File: config.mk
export PLATFORM = sky130hd
export DESIGN_NAME = local_port_injector
export DESIGN_NICKNAME = d
export VERILOG_FILES = /design/src/rtl/local_port_injector.sv
export SDC_FILE = /design/constraint.sdc
export NUM_CORES = 1
export LEC_CHECK = 0
export CORE_MARGIN = 2
export CORE_UTILIZATION = 51
export CTS_BUF_LIST = sky130_fd_sc_hd__clkbuf_8 sky130_fd_sc_hd__clkbuf_16
export DETAILED_ROUTE_END_ITERATION = 12
export GPL_ROUTABILITY_DRIVEN = 1
export PLACE_DENSITY = 0.73
export SLEW_MARGIN = 10
export SYNTH_ARGS = -nofsm -noshare
export SYNTH_HDL_FRONTEND = slang
export SYNTH_SLANG_ARGS = --single-unit
export TNS_END_PERCENT = 1
File: constraint.sdc
create_clock -name clock -period 2.6 [get_ports clock]
set_input_delay 0.26 -clock clock [delete_from_list [all_inputs] [get_ports clock]]
set_output_delay 0.26 -clock clock [all_outputs]
set_load 0.005 [all_outputs]
File: src/rtl/local_port_injector.sv
// Transmit half of the PE network interface: turns a (target, size) command and a
// payload word stream into a Hermes packet on the router LOCAL port under credit flow.
module local_port_injector #(
  parameter int unsigned FLIT_WIDTH = 16,
  parameter int unsigned ADDR_WIDTH = 8,
  parameter int unsigned FIFO_DEPTH = 4
) (
  input  logic                  clock,
  input  logic                  reset,
  input  logic                  cmd_valid,
  output logic                  cmd_ready,
  input  logic [ADDR_WIDTH-1:0] cmd_target,
  input  logic [FLIT_WIDTH-1:0] cmd_size,
  input  logic                  pay_valid,
  output logic                  pay_ready,
  input  logic [FLIT_WIDTH-1:0] pay_data,
  output logic                  clock_tx,
  output logic                  tx,
  output logic [FLIT_WIDTH-1:0] data_out,
  input  logic                  credit_i,
  output logic                  busy,
  output logic                  pkt_done
);

  localparam int unsigned IDX_WIDTH = $clog2(FIFO_DEPTH);
  localparam int unsigned PTR_WIDTH = IDX_WIDTH + 1;

  localparam logic [2:0] IDLE    = 3'd0;
  localparam logic [2:0] HEADER  = 3'd1;
  localparam logic [2:0] SIZE    = 3'd2;
  localparam logic [2:0] PAYLOAD = 3'd3;
  localparam logic [2:0] DONE    = 3'd4;

  logic [2:0]            state;
  logic [2:0]            state_n;
  logic [FLIT_WIDTH-1:0] size_q;
  logic [FLIT_WIDTH-1:0] size_n;
  logic [FLIT_WIDTH-1:0] remaining;
  logic [FLIT_WIDTH-1:0] remaining_n;
  logic                  tx_n;
  logic [FLIT_WIDTH-1:0] data_n;

  logic [FLIT_WIDTH-1:0] fifo_mem [FIFO_DEPTH];
  logic [PTR_WIDTH-1:0]  wr_ptr;
  logic [PTR_WIDTH-1:0]  rd_ptr;
  logic [PTR_WIDTH-1:0]  wr_ptr_n;
  logic [PTR_WIDTH-1:0]  rd_ptr_n;
  logic [FLIT_WIDTH-1:0] fifo_head;
  logic                  fifo_empty;
  logic                  full_n;
  logic                  push;
  logic                  pop;
  logic                  xfer;
  logic                  accept;

  assign clock_tx   = clock;
  assign push       = pay_valid && pay_ready;
  assign accept     = cmd_valid && cmd_ready;
  assign xfer       = tx && credit_i;
  assign fifo_empty = (wr_ptr == rd_ptr);
  assign fifo_head  = fifo_mem[rd_ptr[IDX_WIDTH-1:0]];
  assign wr_ptr_n   = wr_ptr + PTR_WIDTH'(push);
  assign rd_ptr_n   = rd_ptr + PTR_WIDTH'(pop);

  // Fullness after this edge; pay_ready is registered from it so it is exact every cycle.
  assign full_n = (wr_ptr_n[IDX_WIDTH] != rd_ptr_n[IDX_WIDTH]) &&
                  (wr_ptr_n[IDX_WIDTH-1:0] == rd_ptr_n[IDX_WIDTH-1:0]);

  // Packet sequencer: next state, next flit on the wire, FIFO pop.
  always_comb begin
    state_n     = state;
    size_n      = size_q;
    remaining_n = remaining;
    tx_n        = tx;
    data_n      = data_out;
    pop         = 1'b0;
    case (state)
      IDLE: begin
        tx_n = 1'b0;
        if (accept) begin
          state_n = HEADER;
          size_n  = cmd_size;
          data_n  = FLIT_WIDTH'(cmd_target);
          tx_n    = 1'b1;
        end
      end
      HEADER: begin
        if (xfer) begin
          state_n = SIZE;
          data_n  = size_q;
        end
      end
      SIZE: begin
        if (xfer) begin
          if (size_q == '0) begin
            state_n = DONE;
            tx_n    = 1'b0;
          end else begin
            state_n     = PAYLOAD;
            remaining_n = size_q;
            tx_n        = !fifo_empty;
            pop         = !fifo_empty;
            if (!fifo_empty) begin
              data_n = fifo_head;
            end
          end
        end
      end
      PAYLOAD: begin
        if (xfer) begin
          if (remaining != '0) begin
            remaining_n = remaining - FLIT_WIDTH'(1);
          end
          if (remaining <= FLIT_WIDTH'(1)) begin
            state_n = DONE;
            tx_n    = 1'b0;
          end else begin
            tx_n = !fifo_empty;
            pop  = !fifo_empty;
            if (!fifo_empty) begin
              data_n = fifo_head;
            end
          end
        end else if (!tx && !fifo_empty) begin
          // Starved bubble ends: present the word that just arrived.
          pop    = 1'b1;
          tx_n   = 1'b1;
          data_n = fifo_head;
        end
      end
      DONE: begin
        state_n = IDLE;
        tx_n    = 1'b0;
      end
      default: begin
        state_n = IDLE;
        tx_n    = 1'b0;
      end
    endcase
  end

  always_ff @(posedge clock) begin
    if (!reset) begin
      state     <= IDLE;
      size_q    <= '0;
      remaining <= '0;
      tx        <= 1'b0;
      data_out  <= '0;
      wr_ptr    <= '0;
      rd_ptr    <= '0;
      cmd_ready <= 1'b0;
      pay_ready <= 1'b0;
      busy      <= 1'b0;
      pkt_done  <= 1'b0;
    end else begin
      state     <= state_n;
      size_q    <= size_n;
      remaining <= remaining_n;
      tx        <= tx_n;
      data_out  <= data_n;
      wr_ptr    <= wr_ptr_n;
      rd_ptr    <= rd_ptr_n;
      cmd_ready <= (state_n == IDLE);
      pay_ready <= !full_n;
      busy      <= (state_n == HEADER) || (state_n == SIZE) || (state_n == PAYLOAD);
      pkt_done  <= (state_n == DONE);
    end
  end

  // Payload storage; writes are gated by pay_ready, which is low throughout reset.
  always_ff @(posedge clock) begin
    if (push) begin
      fifo_mem[wr_ptr[IDX_WIDTH-1:0]] <= pay_data;
    end
  end

endmodule

==> metrics.txt, run 1 <==
Tcrit/Tclk final=95.1%; largest family of logic cells by synthesized area=compound AO/OA/AOI/OAI gates; Tmin final=2.47 ns; slowest CP cell=or4_4; Core ar.=11500 um2; Area growth, synth to finish=28.0%; Crit Reg-Reg Endpoint=pay_ready$_SDFF_PN0_; WP data arrival=2.89 ns; row count=39; hpwl dp=10.7 mm; Die ar.=12700 um2; Crit. End Element=register; GP Congestion=0.919; maximum fanout along the worst path=2; Worst Slack Setup Final=0.127 ns; Psw=0.00124 W; Synth Area per Inst=~11 um2; vias in the first global route=4712; # IOs=67; Yosys reg bits=126; Power Density=717 nW/um2; routed vias/inst=6.30; max frequency=404 MHz; Routed WL=~16 mm; worst-skew pair later-pin latency=0.53 ns; Ys Warns=0; CP required=3.02 ns; uppermost layer routed=met4; met3 wire len=1.05 mm; VDD IR max=around 0.74 mV; WS Path Type=reg2reg; switching share of power=22.3%; number of flops mapped to enable cells by yosys=64; metal1 wirelength=between 6 and 7 mm; Leakage=about 2.6 nW; Worst R2R Setup Slack=~0.13 ns; crit path to=pay_ready$_SDFF_PN0_; Top delay family on crit path=simple AND/OR/NAND/NOR gates; Clock Power Share=between 50% and 60%; Net Count, Synth=slightly below 600; Simple-Gate Fraction of Synth Area=12.7%; Cell Chain, Critical Path=or4_4, nor4_4, a21oi_2, o21ai_1, a21oi_1, ha_1, ha_2, xnor2_2, xnor2_1, nor3_1, nor2_1; overall die height=between 100 and 150 um; max_slew headroom=46.6%; first-pass GRT wire length=25.0 mm; Die X=113 um; Synth Area in XOR/XNOR=under 10%; multiplexer share of the synthesized area=8.79%; largest cells by area after synthesis=edfxtp_1, dfxtp_1, mux4_2; First DRT Iteration DRCs=between 600 and 700; Synth Flop Type=edfxtp_1; DR WL met2=7.89 mm; Yosys top cell area share=31.8%; PortBufs=66; total grt overflow=0; Post-Syn Instances=544; Tot GR Track Use=approximately a quarter; Worst R2R Start=remaining[10]$_SDFFE_PN0P_; setup TNS=0 ns; Levels on crit path=11; register area share after synthesis=a little over half; max incr delay on CP=between 0.5 and 0.6 ns; TritonCTS clock tree=done; Hold Path Class=in2reg; R2R cell count=11; DP Worst Slack=0.0337 ns; number of antenna violations at the first check in global routing=0; Residual DRC=0; Post-synth top cells=edfxtp_1, dfxtp_1, o21ai_0; CP bufs+invs=0; antenna viol nets, final=0; area share of fa/ha/maj cells after synthesis=1.45%; Max-cap violations=0; Logic pwr share=9.9%; crit path from=remaining[10]$_SDFFE_PN0P_; final setup fails=0; starting density of the core=~53%; status=finished clean; Netlist cell types=61; Worst Tran Pin Value=0.794 ns; layout cells sized above 1=18.1%; DR vias=4933; Layout Skew=0.00679 ns; largest net degree at the start of global routing=45; Pre-Repair DR Iteration Count=5; Inserted Diodes=0; Slew Viols, Final=0; post-synthesis compound-gate area fraction=19.4%; post-synth top area cell=edfxtp_1; nets=682; crit path launch type=register; share of power burned in registers=39.7%; Internal=about 0.0043 W; Synth Cell Area=6030 um2; Fin. Hold Viols=0; WL per Instance=20.3 um; # hold bufs at CTS=0; most numerous cell in the Yosys netlist=edfxtp_1; FFs w/ async S/R, synth=0%; clock transition at the registers of the reported paths=0.06 ns; RSZ-0062 raised after global routing=no
[per-layer routing]
| layer | up-vias | GRT usage, % |
|---|---|---|
| met5 | - | 0 |
| met4 | 0 | 7.64 |
| met3 | 20 | 7.71 |
| met2 | 186 | 41.7 |
| met1 | 2428 | 33.0 |
| li1 | 2299 | - |
[power by group through the flow]
stage	Combinational, W	Clock (W)	Sequential, W
2_1_floorplan	0.000299	0.0000249	0.00222
3_3_place_gp	0.000530	0.0000324	0.00223
3_5_place_dp	0.000532	0.0000324	0.00224
4_1_cts	0.000541	0.00282	0.00220
5_1_grt	0.000592	0.00290	0.00220
6_report	0.000548	0.00279	0.00220
[registers in the layout, indices dropped and copies added (netlist names), 3 cells and up]
signal     flops
data_out      16
fifo_mem      64
rd_ptr         3
remaining     16
size_q        16
state          3
wr_ptr         3
[worst min-delay path: cells and delay by family]
family / cells / cell delay (ns)
simple gates: 1 / 0.07
compound gates: 1 / 0.05
buf+inv: 1 / 0.40
[what timing repair did]
item | 4_1_cts | 5_1_grt
pin swaps | 0 | 5
endpoints found under the setup margin | 1 | 1
buffers inserted | 0 | 0
resized for setup | 1 | 3
hold endpoints to repair | 0 | 0
gates cloned | 0 | 0
[per-stage QoR]
stage | area (um2) | instances | util, % | power [W] | hold slack, ns
after floorplan | 6050 | 544 | - | 0.00255 | 0.341
after global placement | 7010 | 751 | 61.1 | 0.00279 | 0.479
after detailed placement | 7010 | 751 | 61.1 | 0.00280 | 0.487
after CTS | 7710 | 783 | 67.3 | 0.00556 | 0.283
after global routing | 7720 | 783 | 67.4 | 0.00569 | 0.311
final | 7720 | 783 | 67.4 | 0.00554 | 0.296
[cell families (layout without fill, tap and decap cells)]
group | after synthesis | count (layout)
adder cells (fa/ha/maj) | 7 | 7
AO/OA/AOI/OAI | 175 | 175
XOR/XNOR | 8 | 8
flip-flops | 126 | 126
multiplexers | 33 | 33
AND/OR/NAND/NOR | 139 | 139
buffers and inverters | 56 | 152
[layout by cell type, fill, tap and decap left out, types with 9 or more instances in the layout]
| master | netlist | routed |
|---|---|---|
| clkdlybuf4s50_1 | 0 | 66 |
| edfxtp_1 | 64 | 64 |
| dfxtp_1 | 62 | 62 |
| o21ai_0 | 54 | 53 |
| a21oi_1 | 41 | 40 |
| buf_4 | 3 | 39 |
| nor2_1 | 30 | 30 |
| nand2_1 | 28 | 28 |
| clkbuf_16 | 0 | 20 |
| mux2i_1 | 17 | 17 |
| inv_1 | 15 | 16 |
| mux4_2 | 16 | 16 |
| a32o_1 | 16 | 16 |
| o31ai_1 | 14 | 14 |
| nor3_1 | 12 | 11 |
| nand3_1 | 11 | 11 |
| or2_2 | 10 | 10 |
| and2_1 | 9 | 9 |
| a32oi_1 | 9 | 9 |
[worst min path at each step]
stage / slack [ns] / end / depth (start not counted) / from
floorplan: 0.34 / clock_tx / 1 / clock
global placement: 0.48 / size_q[5]$_SDFFE_PN0P_ / 2 / size_q[5]$_SDFFE_PN0P_
detailed placement: 0.49 / size_q[0]$_SDFFE_PN0P_ / 2 / size_q[0]$_SDFFE_PN0P_
CTS: 0.28 / size_q[15]$_SDFFE_PN0P_ / 3 / cmd_size[15]
global route: 0.31 / size_q[10]$_SDFFE_PN0P_ / 3 / cmd_size[10]
finish: 0.30 / size_q[15]$_SDFFE_PN0P_ / 3 / cmd_size[15]
[final cells by class]
cell class              count  area (um2)
clock inverters            12         198
repair buffers            104         943
fillers                   848        3740
inverters                  15        56.3
well taps                 143         179
clock buffers              21         510
flip-flops and latches    126        3160
multi-input cells         362        2680
(Power assumes the default switching activity.)
==> run 2, diff against run 1 <==
==> constraint.sdc (replaced) <==
create_clock -name clock -period 2.15 [get_ports clock]
set_input_delay 0.215 -clock clock [delete_from_list [all_inputs] [get_ports clock]]
set_output_delay 0.215 -clock clock [all_outputs]
set_load 0.005 [all_outputs]
==> metrics.txt, run 2 (synthesis gave the netlist of run 1 again) <==
area occupied by multi-input gates=2750 um2 (+2.9%); sequential cell area=3160 um2 (about the same); Leakage=2.88 nW (+9.9%); VDD IR max=0.713 mV (-3.2%); Area growth, synth to finish=35.3%; Slew Viols, Final=0 (unchanged); RSZ-0062 raised after global routing=yes; nets=730 (+7.0%); violated checks=negative setup slack; WL per Instance=20.4 um (+0.18%); Core ar.=11500 um2 (unchanged); WP data arrival=2.85 ns (-0.04 ns); DR vias=5143 (+4.3%); overall die height=113 um (unchanged); slowest CP cell=or4_4; Die ar.=12700 um2 (unchanged); fin cells=834 (+6.5%); most common cell after layout, fill and taps aside=buf_4; Largest register FFs=64 (unchanged); Worst Tran Pin Value=0.920 ns (+0.126 ns); starting density of the core=52.6% (unchanged); first-pass GRT wire length=26.9 mm (+7.4%); Cell Chain, Critical Path=or4_4, nor4_4, a21oi_2, o21ai_2, a21oi_1, ha_2, ha_4, xnor2_4, xnor2_1, nor3_1, nor2_1; Tot GR Track Use=27.8% (+2.3 points); DP Worst Slack=-0.308 ns (-0.342 ns); Hold Path Class=in2reg; routed vias/inst=6.17 (-2.1%); Pre-Repair DR Iteration Count=5 (unchanged); largest net degree at the start of global routing=45 (unchanged); Fin. Hold Viols=0 (unchanged); Top delay family on crit path=simple AND/OR/NAND/NOR gates; Routed WL=17.0 mm (+6.7%); Inserted Diodes=0 (unchanged); hpwl dp=11.5 mm (+8.2%); max_slew headroom=38.2% (-8.4 points); clock transition at the registers of the reported paths=0.06 ns (about the same); Crit. End Element=register; Layout Skew=0.00494 ns (-0.00185 ns); vias in the first global route=5108 (+8.4%); Die X=113 um (unchanged); # IOs=67 (unchanged); Worst Slack Setup Final=-0.296 ns (-0.423 ns); final setup fails=8 (+8); max incr delay on CP=0.56 ns (about the same); First DRT Iteration DRCs=433 (-34%); maximum fanout along the worst path=2 (unchanged); Tot Pwr=0.00659 W (+19%); dpl cells=799 (+6.4%); WS Path Type=reg2reg; antenna viol nets, final=0 (unchanged); PortBufs=66 (unchanged); GP Congestion=0.945 (+2.8%); CP bufs+invs=0 (unchanged); Tcrit/Tclk final=114% (+19 points); total grt overflow=0 (unchanged); crit path launch type=register; post-CTS setup buffers=0 (unchanged); commonest non-fill, non-tap cells in the layout=buf_4, clkdlybuf4s50_1, edfxtp_1; Max-cap violations=0 (unchanged); setup TNS=-0.394 ns (-0.394 ns); CP required=2.55 ns (-0.47 ns); number of antenna violations at the first check in global routing=0 (unchanged); # hold bufs at CTS=0 (unchanged); worst-skew pair later-pin latency=0.53 ns (about the same); max frequency=409 MHz (+1.1%); row count=39 (unchanged); TritonCTS clock tree=done; Filler cells=814 (-4.0%); Tmin final=2.45 ns (-0.0269 ns); Residual DRC=0 (unchanged); final core occ=71.2% (+3.9 points); Power Density=807 nW/um2 (+13%); status=complete, but fails checks; layout cells sized above 1=25.9% (+7.8 points)
==> run 2: worst min-delay path, stage by stage <==
cell,delay [ns]
clkdlybuf4s50_1,0.40
nand2_1,0.05
a21oi_1,0.05
==> run 2: per-stage QoR <==
step                instance area (um2)  hold slack [ns]
global placement                   7410            0.502
finish                             8170            0.232
global route                       8170            0.233
CTS                                8110            0.222
detailed placement                 7410            0.511
floorplan                          6070            0.296
==> run 2: timing repair <==
action / in CTS / in global routing
setup endpoints to repair: 25 / 27
pin swaps: 2 / 12
resized for setup: 10 / 15
==> run 2: per-layer routing <==
metal / track usage (%) / vias to the layer above / part of all wire [%]
met4: 14.2 / 0 / 3.1
met1: 34.7 / 2544 / 41
met3: 6.75 / 35 / 5.5
met2: 45.2 / 170 / 50
met5: 0 / - / 0
li1: - / 2394 / -
==> run 2: area by class of cell <==
class | instances | area share (%)
Clock buffer | 21 | 6.25
Clock inverter | 15 | 2.01
Inverter | 15 | 0.689
Multi-Input combinational cell | 362 | 33.7
Sequential cell | 126 | 38.7
Tap cell | 143 | 2.19
Timing Repair Buffer | 152 | 16.4
==> run 2: where the power goes <==
group          internal [W]  leakage [nW]  switching, W
logic              0.000383          1.47      0.000410
clock network       0.00199         0.331       0.00116
registers           0.00260          1.08     0.0000472
==> run 2: final timing paths <==
| check | slack [ns] | startpoint | to | cells after the start |
|---|---|---|---|---|
| min reg2reg | 0.51 | remaining[0]$_SDFFE_PN0P_ | remaining[0]$_SDFFE_PN0P_ | 2 |
| max reg2reg | -0.30 | remaining[12]$_SDFFE_PN0P_ | pay_ready$_SDFF_PN0_ | 11 |
| max | -0.30 | remaining[12]$_SDFFE_PN0P_ | pay_ready$_SDFF_PN0_ | 11 |
| min | 0.23 | cmd_size[15] | size_q[15]$_SDFFE_PN0P_ | 3 |
==> RTL edit, RTL diff (settings of run 2) <==
Make the reset (`reset`) asynchronous in one clocked block.
--- a/src/rtl/local_port_injector.sv
+++ b/src/rtl/local_port_injector.sv
@@ -139,7 +139,7 @@
     endcase
   end
 
-  always_ff @(posedge clock) begin
+  always_ff @(posedge clock or negedge reset) begin
     if (!reset) begin
       state     <= IDLE;
       size_q    <= '0;
Function: differs if reset is asserted again (counterexample within 4 cycles, from zero or initial values and one cycle with reset low); with reset held inactive, the same outputs for 4 cycles.
==> RTL edit against run 2 <==
The flow still finishes with violations (setup timing); power down 1.6%; highest routed layer unchanged; die area decreased by 6.1%; sequential cell count unchanged; wire length down 16%; largest cell class unchanged; area after synthesis shrank 6.3%; critical path depth is 1 lower; final area down 4.1%; critical endpoint is now pay_ready; non-clock buffer count up 5; count of clock-buffer cells in the layout stayed put; utilization rose by 1.0 points; clock power decreased by 9.5%; worst setup slack got worse by 240 ps; clock skew increased by 17 ps.
==> RTL edit: results (changes against run 2) <==
run status=finished with violations (unchanged); violations in the final reports=setup timing (unchanged); via density per instance=5.775 (was 6.167); vias in the first global route=4330 (was 5108); ranking of synthesized cells by area=sky130_fd_sc_hd__edfxtp_1, sky130_fd_sc_hd__dfrtp_1, sky130_fd_sc_hd__mux4_2 (was sky130_fd_sc_hd__edfxtp_1, sky130_fd_sc_hd__dfxtp_1, sky130_fd_sc_hd__mux4_2); sequential cell area fraction in the yosys report=61.44% (was 52.42%); gp weighted congestion=0.9156 (was 0.9450); internal power component=0.004873 W (was 0.004971 W); post-detail-place hpwl=9909 um (was 11530 um); 1st-iter DRT viols=312 (was 433); number of setup violations in the final report=29 (was 8); CP arrival=3190 ps (was 2850 ps); worst path setup slack after routing=-532.5 ps (was -296.0 ps); per-cell routed wire length=19.73 um (was 20.37 um); standby leakage power=3.154 nW (was 2.881 nW); Critical Path Start=remaining[11] (was remaining[12]); synthesized netlist net count=468 (was 596); Clk Latency, worst-skew pair=650 ps (was 530 ps); net count reported at finish=625 (was 730); Max IR drop VDD=0.7103 mV (was 0.7132 mV); number of cells in the finished layout apart from fillers=726 (was 834); post-synth cell types=60 (was 61); Tightest Hold Check Type=input pin to async pin (was input pin to flop); parity-gate share of the synthesized area counting xor and xnor cells=1.239% (was 1.161%); maximum number of pins on one net before global-route repair=39 (was 45); post-synthesis mux area share=9.739% (was 8.791%); cell area after placement=7134 um2 (was 7411 um2)
==> RTL edit: changes by cell type in the layout (fill, tap and decap cells not counted), moves of 8 or more <==
cell                       delta
sky130_fd_sc_hd__mux2i_1     -16
sky130_fd_sc_hd__mux2_2      +16
sky130_fd_sc_hd__dfxtp_1     -61
sky130_fd_sc_hd__and2_1       -9
sky130_fd_sc_hd__a21oi_1     -14
sky130_fd_sc_hd__o31ai_1     -11
sky130_fd_sc_hd__a22o_1      +16
sky130_fd_sc_hd__dfrtp_1     +62
sky130_fd_sc_hd__a32o_1      -16
sky130_fd_sc_hd__o21ai_0     -25
sky130_fd_sc_hd__a22oi_1      +9
sky130_fd_sc_hd__a32oi_1      -9
sky130_fd_sc_hd__a221oi_1     -8
==> RTL edit: cells by family after synthesis <==
family                   count (synthesis)
AO/OA/AOI/OAI                          111
XOR/XNOR                                 8
adder cells (fa/ha/maj)                  7
buffers and inverters                   31
flip-flops                             126
multiplexers                            33
AND/OR/NAND/NOR                        100
==> RTL edit: power by group through the flow <==
stage,Combinational (W),Clock (W),Sequential (W)
floorplan,0.000304,0.0000302,0.00294
global route,0.000784,0.00301,0.00291
finish,0.000736,0.00285,0.00289
detailed placement,0.000717,0.0000392,0.00294
global placement,0.000696,0.0000392,0.00292
CTS,0.000743,0.00290,0.00290
==> RTL edit: worst register-to-register path: cells and delay by family (launching register included) <==
family	cells	cell delay, ps
adder cells (fa/ha/maj)	2	370
AND/OR/NAND/NOR	5	1450
AO/OA/AOI/OAI	1	70
flip-flops	1	380
XOR/XNOR	2	290
==> RTL edit: per-layer routing <==
metal / track usage [%] / wire [um]
met1: 33.41 / 5973
met2: 42.01 / 7213
met3: 7.830 / 876
met4: 10.76 / 260
met5: 0 / 0
==> RTL edit: per-stage QoR <==
stage / setup WS, ps / TNS (ps)
after floorplan: -557.7 / -2448
after CTS: -593.9 / -7935
after global placement: -560.2 / -10750
after global routing: -615.3 / -6897
after detailed placement: -629.8 / -12820
final: -532.5 / -3870
==> RTL edit: final timing paths <==
path,to,cells past startpoint
min in group clock,size_q[3],3
setup / recovery,pay_ready,10
hold reg to reg,remaining[4],2
hold / removal,pkt_done,2
setup reg to reg,pay_ready,10
max in group asynchronous,remaining[11],3
==> RTL edit: area by class of cell <==
class | instances | area [um2]
Clock inverter | 15 | 137.6
Sequential cell | 126 | 3473
Clock buffer | 21 | 465.4
Inverter | 8 | 30.03
Timing Repair Buffer | 157 | 1426
Fill cell | 741 | 3009
Tap cell | 140 | 175.2
Multi-Input combinational cell | 259 | 2123
==> RTL edit: what timing repair did <==
item	4_1_cts	5_1_grt
buffers inserted	1	5
setup endpoints to repair	36	36
hold buffers	1	0
resized for setup	10	1
pin swaps	16	5
hold endpoints to repair	24	0
